===== config.mk =====
export PLATFORM = sky130hd
export DESIGN_NAME = tmax_readout
export DESIGN_NICKNAME = d
export VERILOG_FILES = /design/src/rtl/tmax_pkg.sv /design/src/rtl/tmax_readout.sv
export SDC_FILE = /design/constraint.sdc
export NUM_CORES = 1
export LEC_CHECK = 0
export ABC_AREA = 1
export CORE_MARGIN = 1.5
export CORE_UTILIZATION = 43
export CTS_CLUSTER_DIAMETER = 200
export CTS_CLUSTER_SIZE = 25
export DETAILED_ROUTE_END_ITERATION = 16
export PLACE_DENSITY = 0.88
export SLEW_MARGIN = 20
export SYNTH_ARGS = -nofsm -noshare
export SYNTH_HDL_FRONTEND = slang
export SYNTH_SLANG_ARGS = --single-unit

===== constraint.sdc =====
create_clock -name CLK -period 2.35 [get_ports CLK]
set_clock_uncertainty 0.1 [all_clocks]
set_input_delay 0.47 -clock CLK [delete_from_list [all_inputs] [get_ports CLK]]
set_output_delay 0.47 -clock CLK [all_outputs]
set_load 0.03 [all_outputs]

===== src/rtl/tmax_pkg.sv =====
// Shared definitions for the channel-maximum readout: FSM states, result-word
// field positions and default sizing.
package tmax_pkg;

    localparam int DEFAULT_WIDTH = 19;
    localparam int NUM_W         = 5;
    localparam int MAX_W         = 10;
    localparam int DOUT_W        = 16;

    localparam int DOUT_NUM_MSB  = 15;
    localparam int DOUT_NUM_LSB  = 11;
    localparam int DOUT_RSV_BIT  = 10;
    localparam int DOUT_MAX_MSB  = 9;
    localparam int DOUT_MAX_LSB  = 0;

    typedef enum logic [2:0] {
        ST_IDLE   = 3'd0,
        ST_SELECT = 3'd1,
        ST_SEND   = 3'd2,
        ST_CLEAR  = 3'd3,
        ST_FINISH = 3'd4
    } state_t;

endpackage


===== src/rtl/tmax_readout.sv =====
// Sequential readout of per-channel maxima from a tracker into a handshaked word stream.
// Optional clear-after-read of each channel is enabled by defining TMAX_READOUT_CLEAR_EN.
module tmax_readout
    import tmax_pkg::*;
#(
    parameter int WIDTH = DEFAULT_WIDTH
) (
    input  logic              CLK,
    input  logic              RESET_N,
    input  logic              START,
    output logic [NUM_W-1:0]  NUMBER,
    input  logic [MAX_W-1:0]  TOUT,
    output logic [WIDTH:0]    EN_CPU,
    output logic              TRESET,
    output logic [DOUT_W-1:0] DOUT,
    output logic              DVALID,
    input  logic              DREADY,
    output logic              BUSY,
    output logic              DONE
);

    localparam logic [NUM_W-1:0] LAST_CH  = NUM_W'(WIDTH + 1);
    localparam logic [NUM_W-1:0] FIRST_CH = NUM_W'(1);
    localparam logic [WIDTH:0]   CH_BIT0  = (WIDTH+1)'(1);

    state_t              state;
    state_t              state_nxt;
    logic                load;
    logic                advance;
    logic                last_ch;
    logic [DOUT_W-1:0]   word;

    assign last_ch = (NUMBER >= LAST_CH);

    always_comb begin
        word = '0;
        word[DOUT_NUM_MSB:DOUT_NUM_LSB] = NUMBER;
        word[DOUT_RSV_BIT]              = 1'b0;
        word[DOUT_MAX_MSB:DOUT_MAX_LSB] = TOUT;
    end

    always_ff @(posedge CLK or negedge RESET_N) begin
        if (!RESET_N) begin
            state <= ST_IDLE;
        end else begin
            state <= state_nxt;
        end
    end

    always_comb begin
        state_nxt = state;
        load      = 1'b0;
        advance   = 1'b0;
        case (state)
            ST_IDLE: begin
                if (START) begin
                    state_nxt = ST_SELECT;
                end
            end
            ST_SELECT: begin
                load      = 1'b1;
                state_nxt = ST_SEND;
            end
            ST_SEND: begin
                if (DREADY) begin
`ifdef TMAX_READOUT_CLEAR_EN
                    state_nxt = ST_CLEAR;
`else
                    advance   = 1'b1;
                    state_nxt = last_ch ? ST_FINISH : ST_SELECT;
`endif
                end
            end
`ifdef TMAX_READOUT_CLEAR_EN
            ST_CLEAR: begin
                advance   = 1'b1;
                state_nxt = last_ch ? ST_FINISH : ST_SELECT;
            end
`endif
            ST_FINISH: begin
                state_nxt = ST_IDLE;
            end
            default: begin
                state_nxt = ST_IDLE;
            end
        endcase
    end

    // TOUT is captured only on the SELECT->SEND edge so later tracker updates cannot disturb a pending word
    always_ff @(posedge CLK or negedge RESET_N) begin
        if (!RESET_N) begin
            NUMBER <= '0;
            DOUT   <= '0;
            DVALID <= 1'b0;
        end else begin
            if (state == ST_IDLE && START) begin
                NUMBER <= FIRST_CH;
            end else if (advance) begin
                NUMBER <= last_ch ? '0 : NUMBER + FIRST_CH;
            end

            if (load) begin
                DOUT   <= word;
                DVALID <= 1'b1;
            end else if (state == ST_SEND && DREADY) begin
                DVALID <= 1'b0;
            end
        end
    end

    assign BUSY = (state != ST_IDLE);
    assign DONE = (state == ST_FINISH);

`ifdef TMAX_READOUT_CLEAR_EN
    assign TRESET = (state == ST_CLEAR);
    assign EN_CPU = TRESET ? (CH_BIT0 << (NUMBER - FIRST_CH)) : '0;
`else
    assign TRESET = 1'b0;
    assign EN_CPU = '0;
`endif

endmodule

==> metrics.txt <==
Post-CTS Setup Bufs 0; top-area cell type share of the netlist area 0.489; max-cap violation count 0; Slew HR 0.631; largest net degree at the start of global routing 33; fmax between 400 and 500 MHz; CTS Buf Count 3; CTS Buffer Depth 2; Worst EP arrival 1.66 ns; Fillers about 250; Area contributors post-synth dfrtp_1 (49%), buf_4 (15%), nand2_1 (7.6%), inv_1 (5.5%), o21ai_0 (4.9%); Setup WS pre-CTS around 0.46 ns; DP HPWL ~1.6 mm; Post-CTS Resized 0; worst slew pin tran around 0.55 ns; Hold Buf Count CTS 0; Min Hold Slack around 0.39 ns; core area roughly 2700 um2; Setup TNS 0 ns; GRT Total Usage 0.138; Period minus WS final around 2.2 ns; IO buf count 36; Post-DP Area ~1500 um2; wire per inst a little over 10 um; Die Height 56.4 um; FP Rows 19; Overflow after GRT 0; cell with the most instances after synthesis nand2_1; CP endpoint kind primary output; commonest cells in the netlist nand2_1 (25), buf_4 (24), dfrtp_1 (24), inv_1 (18), o21ai_0 (12); VDD IR max a little over 800 uV; mapped cell area ~1200 um2; Worst EP required between 1.5 and 2 ns; Routed Antenna Nets 0; CP Launch Type flip-flop; placed cells around 200; GPL Wtd Cong around 0.82; 1st-pass router iterations 4; NumNets Final ~190; Hold Path Class flip-flop to flip-flop; worst-path fanout max 5; CTS tree yes; WS Path Type flip-flop to primary output; die area approximately 3200 um2; vias in the first global route 769; final setup margin roughly 0.12 ns; Synth warnings 0; synthesized flop and latch total 24; Die Wd approximately 56 um; post-synthesis sequential area ratio 0.489; Post-synth EDFFs 0; CTS root buffer clkbuf_4; unrepaired setup endpoints after global routing false; period utilization 0.948; area of the multi-input gates approximately 440 um2; drt first-iter violations 15; Max Slew Vio Count 0; Initial Util 0.449; final design instance area without fill about 1500 um2; Pwr Density around 1300 nW/um2; Synth-to-Final Area Change 25.8%; final setup violation count 0; global-route wire length before repair between 3 and 4 mm; Post-synth ARST share 1.00; antenna violations before repair 0; H-tree depth 1; Avg Cell Area, Syn 8.96 um2; Ant. Diodes 0; total number of vias 898; # IOs just under 60; DRC Markers 0; vias per inst 4.40; top_reg_cell synth dfrtp_1; clock latency on the worst-skew pair 0.30 ns; CTS sink count 24; final std cells w/o fill 204; Final Hold Viols 0; status finished clean; Leak Pwr 0.751 nW; Yosys cell types 22; drt total wl around 2.1 mm; layout cells sized above 1 0.0636; post-synth top area cell dfrtp_1; Storage cell area ~600 um2; Worst-path clk slew 0.12 ns; Post-Synthesis Cells 137
[cell usage in the layout, fill, tap and decap left out, types with 2 or more instances in the layout]
cell              n
nor2_1            4
clkbuf_4          3
nand3_1           4
conb_1           22
ha_1              2
nor3_1            2
nand3_2           2
clkdlybuf4s50_1  36
o21ai_1           9
o21ai_0          12
dfrtp_1          24
inv_1            18
nand2_1          25
[worst max-delay path: stages (launching register included)]
cell and delay, ns:
dfrtp_1 0.47, nor3_1 0.19, clkdlybuf4s50_1 0.69
[power by group]
| group | leakage, nW | switching [W] | internal, W |
|---|---|---|---|
| clock | 0.0138 | 0.000110 | 0.0000597 |
| sequential | 0.302 | 0.000121 | 0.000574 |
| combinational | 0.435 | 0.000670 | 0.000413 |
| total | 0.751 | 0.000901 | 0.00105 |
[area by class of cell]
| class | count | share of cell area |
|---|---|---|
| Timing Repair Buffer | 37 | 0.238 |
| Sequential cell | 24 | 0.389 |
| Inverter | 19 | 0.0462 |
| Clock buffer | 3 | 0.0146 |
| Tap cell | 31 | 0.0251 |
| Multi-Input combinational cell | 90 | 0.287 |
[kinds of logic after synthesis]
kind of cell | share of synthesized area
fa+ha+maj | 0.0204
xor+xnor | 0.0143
flops | 0.489
simple gates | 0.169
compound gates | 0.0897
buf+inv | 0.214
other cells | 0.00306
[final timing paths]
path | start | end | slack (ns) | cells after the start
worst min register to register | DVALID | DVALID | 0.39 | 2
worst min-delay path | DVALID | DVALID | 0.39 | 2
worst max-delay path | state[1] | DONE | 0.12 | 2
max in group asynchronous | RESET_N | DOUT[6] | 1.52 | 2
worst max register to register | state[1] | DOUT[1] | 0.78 | 3
min in group asynchronous | RESET_N | DVALID | 0.40 | 2
[stage by stage]
stage,utilization,power [W]
2_1_floorplan,-,0.00145
5_1_grt,0.565,0.00210
3_5_place_dp,0.557,0.00180
4_1_cts,0.565,0.00198
6_report,0.565,0.00195
3_3_place_gp,0.557,0.00178
[routing by layer]
metal / GRT usage / routed length (um) / vias up / part of all wire
met3: 0.0184 / 96 / 2 / 0.047
met4: 0.0816 / 27 / 0 / 0.013
met1: 0.176 / 889 / 417 / 0.43
li1: - / - / 452 / -
met5: 0 / 0 / - / 0
met2: 0.221 / 1040 / 27 / 0.51
[sequential cells by signal, summed over array words and instances, names as in the netlist]
| register | flops |
|---|---|
| NUMBER | 5 |
| DOUT | 15 |
| DVALID | 1 |
| state | 3 |
Note: power is estimated with default switching activity, not from simulation.
